<file path="src/rtl/fc_pkg.sv">
// Shared definitions for the fully-connected layer controllers: default sizes
// and the result-streamer FSM encoding.
package fc_pkg;

  localparam int FC_DATA_WIDTH = 32;
  localparam int FC_NUM_OUT    = 10;
  localparam int FC_ADDR_WIDTH = 6;

  typedef enum logic {
    ST_IDLE = 1'b0,
    ST_SEND = 1'b1
  } fc_state_t;

endpackage

</file>
<file path="src/rtl/fc_pingpong_buf.sv">
// Two-bank result buffer: the compute side writes one bank while the other
// bank is read out by the stream side. commit swaps the roles of the banks.
module fc_pingpong_buf
  import fc_pkg::*;
#(
  parameter int DATA_WIDTH = FC_DATA_WIDTH,
  parameter int NUM_OUT    = FC_NUM_OUT,
  parameter int ADDR_WIDTH = FC_ADDR_WIDTH
) (
  input  logic                  clk,
  input  logic                  rst,
  input  logic                  wr_en,
  input  logic [ADDR_WIDTH-1:0] wr_addr,
  input  logic [DATA_WIDTH-1:0] wr_data,
  input  logic                  commit,
  input  logic [ADDR_WIDTH-1:0] rd_idx,
  output logic [DATA_WIDTH-1:0] rd_data,
  output logic [DATA_WIDTH-1:0] head_data
);

  logic                  wr_bank;
  logic                  rd_bank;
  logic [DATA_WIDTH-1:0] mem [2][NUM_OUT];

  always_ff @(posedge clk) begin
    if (rst) begin
      wr_bank <= 1'b0;
      rd_bank <= 1'b0;
    end else if (commit) begin
      rd_bank <= wr_bank;
      wr_bank <= ~wr_bank;
    end
  end

  // Contents survive reset; addresses at or beyond NUM_OUT match no entry.
  always_ff @(posedge clk) begin
    for (int i = 0; i < NUM_OUT; i++) begin
      if (wr_en && (wr_addr == ADDR_WIDTH'(i))) begin
        mem[wr_bank][i] <= wr_data;
      end
    end
  end

  always_comb begin
    rd_data = '0;
    for (int i = 0; i < NUM_OUT; i++) begin
      if (rd_idx == ADDR_WIDTH'(i)) begin
        rd_data = mem[rd_bank][i];
      end
    end
  end

  // Word 0 of the bank about to be committed, forwarding a same-cycle write.
  assign head_data = (wr_en && (wr_addr == '0)) ? wr_data : mem[wr_bank][0];

endmodule

</file>
<file path="src/rtl/fc_result_streamer.sv">
// Sends a committed ping-pong bank as one AXI-Stream frame of NUM_OUT words.
// Handshake: a beat transfers on a rising edge with TVALID & TREADY; once raised,
// TVALID, TDATA and TLAST hold until that handshake.
module fc_result_streamer
  import fc_pkg::*;
#(
  parameter int DATA_WIDTH = FC_DATA_WIDTH,
  parameter int NUM_OUT    = FC_NUM_OUT,
  parameter int ADDR_WIDTH = FC_ADDR_WIDTH
) (
  input  logic                  M_AXIS_ACLK,
  input  logic                  M_AXIS_ARESET,
  input  logic                  Wr_En,
  input  logic [ADDR_WIDTH-1:0] Wr_Addr,
  input  logic [DATA_WIDTH-1:0] Wr_Data,
  input  logic                  Dout_Valid,
  input  logic                  M_AXIS_TREADY,
  output logic                  M_AXIS_TVALID,
  output logic [DATA_WIDTH-1:0] M_AXIS_TDATA,
  output logic                  M_AXIS_TLAST,
  output logic                  Busy,
  output logic                  Overrun
);

  fc_state_t             state_q, state_d;
  logic [ADDR_WIDTH-1:0] ptr_q, ptr_d;
  logic [DATA_WIDTH-1:0] tdata_q, tdata_d;
  logic                  tvalid_q, tvalid_d;
  logic                  tlast_q, tlast_d;
  logic                  overrun_q, overrun_d;
  logic                  commit;
  logic [DATA_WIDTH-1:0] rd_data;
  logic [DATA_WIDTH-1:0] head_data;

  fc_pingpong_buf #(
    .DATA_WIDTH(DATA_WIDTH),
    .NUM_OUT   (NUM_OUT),
    .ADDR_WIDTH(ADDR_WIDTH)
  ) u_buf (
    .clk      (M_AXIS_ACLK),
    .rst      (M_AXIS_ARESET),
    .wr_en    (Wr_En),
    .wr_addr  (Wr_Addr),
    .wr_data  (Wr_Data),
    .commit   (commit),
    .rd_idx   (ptr_q),
    .rd_data  (rd_data),
    .head_data(head_data)
  );

  always_comb begin
    state_d   = state_q;
    ptr_d     = ptr_q;
    tdata_d   = tdata_q;
    tvalid_d  = tvalid_q;
    tlast_d   = tlast_q;
    overrun_d = overrun_q;
    commit    = 1'b0;
    case (state_q)
      ST_IDLE: begin
        if (Dout_Valid) begin
          commit   = 1'b1;
          tdata_d  = head_data;
          tvalid_d = 1'b1;
          tlast_d  = (NUM_OUT == 1);
          ptr_d    = ADDR_WIDTH'(1);
          state_d  = ST_SEND;
        end
      end
      ST_SEND: begin
        // A commit request during a frame, even on its final beat, is lost.
        if (Dout_Valid) overrun_d = 1'b1;
        if (tvalid_q && M_AXIS_TREADY) begin
          if (tlast_q) begin
            tvalid_d = 1'b0;
            tlast_d  = 1'b0;
            state_d  = ST_IDLE;
          end else begin
            tdata_d = rd_data;
            tlast_d = (ptr_q == ADDR_WIDTH'(NUM_OUT - 1));
            ptr_d   = ptr_q + 1'b1;
          end
        end
      end
    endcase
  end

  always_ff @(posedge M_AXIS_ACLK) begin
    if (M_AXIS_ARESET) begin
      state_q   <= ST_IDLE;
      ptr_q     <= '0;
      tdata_q   <= '0;
      tvalid_q  <= 1'b0;
      tlast_q   <= 1'b0;
      overrun_q <= 1'b0;
    end else begin
      state_q   <= state_d;
      ptr_q     <= ptr_d;
      tdata_q   <= tdata_d;
      tvalid_q  <= tvalid_d;
      tlast_q   <= tlast_d;
      overrun_q <= overrun_d;
    end
  end

  assign M_AXIS_TVALID = tvalid_q;
  assign M_AXIS_TDATA  = tdata_q;
  assign M_AXIS_TLAST  = tlast_q;
  assign Busy          = (state_q == ST_SEND);
  assign Overrun       = overrun_q;

endmodule
</file>
<file path="config.mk">
export PLATFORM = sky130hd
export DESIGN_NAME = fc_result_streamer
export DESIGN_NICKNAME = d
export VERILOG_FILES = /design/src/rtl/fc_pkg.sv /design/src/rtl/fc_pingpong_buf.sv /design/src/rtl/fc_result_streamer.sv
export SDC_FILE = /design/constraint.sdc
export NUM_CORES = 1
export LEC_CHECK = 0
export ABC_AREA = 0
export CAP_MARGIN = 25
export CORE_ASPECT_RATIO = 0.75
export CORE_MARGIN = 4
export CORE_UTILIZATION = 55
export CTS_BUF_LIST = sky130_fd_sc_hd__clkbuf_4 sky130_fd_sc_hd__clkbuf_8
export CTS_CLUSTER_SIZE = 25
export DETAILED_ROUTE_END_ITERATION = 10
export PLACE_DENSITY = 0.79
export SYNTH_ARGS = -nofsm -noshare
export SYNTH_HDL_FRONTEND = slang
export SYNTH_SLANG_ARGS = --single-unit
export TNS_END_PERCENT = 30
</file>
<file path="constraint.sdc">
create_clock -name M_AXIS_ACLK -period 5.85 [get_ports M_AXIS_ACLK]
set_clock_uncertainty 0.15 [all_clocks]
set_input_delay 1.17 -clock M_AXIS_ACLK [delete_from_list [all_inputs] [get_ports M_AXIS_ACLK]]
set_output_delay 1.17 -clock M_AXIS_ACLK [all_outputs]
set_load 0.1 [all_outputs]
</file>
==> impl_metrics.csv <==
group,metric,value,unit
logic_synthesis,synthFlopType,"edfxtp_1",
logic_synthesis,yosys.area_share.simple,4.457,%
power,p_leak,10.07,nW
placement,io_buffers,78,
timing,slew_viol_final,0,
logic_synthesis,postSynth.asyncResetShare,0,%
timing,whs,0.3145,ns
power,p_seq_share,54.5,%
critical_path,start_kind,"flip-flop",
layout,fin_nets,1945,
route,antenna_left,0,
layout,final-seq-area,20140,um^2
placement,place_inst,2488,
clock_tree,cts_hold_repair.buffers,0,
clock_tree,clk_latency,0.71,ns
timing,hold_viol_final,0,
placement,dp_slack,1.664,ns
logic_synthesis,synth_seq_area_share,70.68,%
timing,period_needed,4.111,ns
power,clkPwrFrac,39.1,%
placement,hpwlAfterDp,44610,um
layout,final_area,32390,um^2
logic_synthesis,synth_top_area_share,67.45,%
timing,fin_setup_tns,0,ns
logic_synthesis,ys_warn_count,0,
clock_tree,cts.sink_count,686,
logic_synthesis,synth_top_family_by_area,"multiplexers",
logic_synthesis,syn_area,28490,um^2
min_path,worstHoldPathType,"reg2reg",
timing,grt_setup_unrepaired,"no",
power,powerDensity,307.2,nW/um^2
logic_synthesis,synth-adder-area-share,0.1756,%
critical_path,worst_setup_path_end_kind,"flip-flop",
clock_tree,root_buffer,"clkbuf_8",
logic_synthesis,synth.avg_cell_area,15.87,um^2
power,vdd_ir_drop_max,0.2329,mV
route,num_vias,17686,
global_routing,grt-ovfl-total,0,
critical_path,required,6.24,ns
status,status,"finished, final reports clean",
layout,final.fill_count,3496,
die,die_w,270.8,um
die,core,50720,um^2
timing,max_freq,243.2,MHz
route,drt_iter0_drc,2645,
layout,num_antenna_cells,0,
clock_tree,clock_path_buffers,3,
clock_tree,h-tree-depth,3,
logic_synthesis,synth_edf_count,640,
layout,syn_to_final_growth,13.67,%
logic_synthesis,synth_compound_area_share,9.217,%
die,start_util,56.18,%
power,total_power,9.949,mW
route,wl_per_cell,28.11,um
power,sw_frac_of_total,22.95,%
route,viasPerCell,6.612,
global_routing,grt_max_degree,83,
logic_synthesis,syn_nets,1843,
die,ios,79,
global_routing,grt_pass1_vias,17583,
critical_path,worstPathMaxFanout,32,
clock_tree,cts.clk_slew.worst_paths,0.07,ns
clock_tree,post_cts_buffers,0,
layout,fin_cells,2675,
logic_synthesis,ys_seq_elements,686,
timing,tightestPinTransition,1.167,ns
timing,final-setup-viol-count,0,
timing,period_share,70.28,%
timing,slew_headroom,22.06,%
power,p_comb_share,6.4,%
timing,setup_ws,1.739,ns
layout,post-route-util,63.85,%
route,post-route-drc-count,0,
clock_tree,cts_tree,"done",
route,dr.pass1.iters,6,
clock_tree,cts_buffers,99,
layout,drive_gt1_share,20.74,%
critical_path,cp.arrival,4.50,ns
layout,mostFrequentLayoutCell,"edfxtp_1",
layout,multiInputGateArea,7879,um^2
power,p_int,7.666,mW
route,drt-total-wl,75190,um
logic_synthesis,synth_area_leaders,"edfxtp_1 (67%), mux2i_1 (7.6%), mux2_2 (5.3%), dfxtp_1 (3.2%), nand3_1 (2.0%)",
placement,dpl_cell_area,30320,um^2
logic_synthesis,yosysTopAreaCell,"edfxtp_1",
die,dieArea,55550,um^2
die,row_count,71,
placement,gp_congestion,0.8770,
logic_synthesis,synth_xor_area_share,0.1537,%
power,power_switching,2.283,mW
global_routing,antenna_found_initial,4,
logic_synthesis,synth_cell_types,53,
global_routing,grtUsageTotal,26.70,%
logic_synthesis,muxShareOfSynthArea,12.96,%
layout,mostFrequentLayoutCells,"edfxtp_1 (640), mux2i_1 (217), mux2_2 (135)",
clock_tree,postCtsResizedCells,0,
global_routing,grt_pass1_wl,110800,um
job,cap_violations,0,
logic_synthesis,netlist_instances,1796,
critical_path,crit_type,"reg2reg",
die,die_h,205.1,um
==> power by group through the flow <==
stage / logic, mW / registers [mW] / clock network, mW
2_1_floorplan: 0.287 / 5.60 / 0
3_3_place_gp: 0.595 / 5.53 / 0
3_5_place_dp: 0.613 / 5.53 / 0
4_1_cts: 0.615 / 5.43 / 3.92
5_1_grt: 0.660 / 5.42 / 4.16
6_report: 0.633 / 5.42 / 3.89
==> final cells by class <==
cell class / count / share of cell area (%)
Timing Repair Buffer: 140 / 4.473
Sequential cell: 686 / 62.19
Clock inverter: 38 / 0.8576
Tap cell: 693 / 2.677
Clock buffer: 147 / 5.416
Inverter: 5 / 0.05794
Multi-Input combinational cell: 966 / 24.32
==> cell usage after synthesis (all sizes together) (32+ instances only) <==
| cell | instances |
|---|---|
| mux2 | 135 |
| dfxtp | 46 |
| nor3 | 46 |
| a221oi | 32 |
| edfxtp | 640 |
| clkbuf | 82 |
| a2bb2oi | 32 |
| mux2i | 217 |
| a21oi | 76 |
| o211ai | 39 |
| nand3 | 115 |
| o21ai | 59 |
| buf | 57 |
==> metal layers <==
metal / up-vias / global-route usage [%] / wire, um / part of all wire, %
met2: 1230 / 40.65 / 33990 / 45
met4: 8 / 8.901 / 2105 / 2.8
met1: 8813 / 37.64 / 29820 / 40
met3: 178 / 7.436 / 9218 / 12
met5: - / 0 / 58 / 0.077
li1: 7457 / - / - / -
==> worst paths after layout <==
check        cells past startpoint     startpoint               end  slack (ns)
max                              7       ptr_q[1]  M_AXIS_TDATA[15]        1.74
min                              2  u_buf.rd_bank         flip-flop        0.31
max reg2reg                      7       ptr_q[1]  M_AXIS_TDATA[15]        1.74
min reg2reg                      2  u_buf.rd_bank         flip-flop        0.31
==> sequential cells by signal, indices dropped and copies added, names as in the netlist, named ones only <==
register,count
Busy,1
M_AXIS_TDATA,32
M_AXIS_TLAST,1
M_AXIS_TVALID,1
Overrun,1
ptr_q,6
u_buf.mem,640
u_buf.rd_bank,1
u_buf.wr_bank,1
==> critical path: stages, from the launching register on <==
cell and delay, ns:
dfxtp_1 0.43, inv_1 0.10, ha_2 0.43, nor2b_4 1.01, and2_2 0.98, a2bb2oi_1 0.13, o211ai_1 0.54, a21oi_1 0.17
==> logic make-up after synthesis <==
kind of cell    Yosys count
mux                     352
flops                   686
simple gates            241
buf+inv                 144
xor+xnor                  5
compound gates          364
fa+ha+maj                 4
No activity file was read; power rests on OpenSTA's default activity.
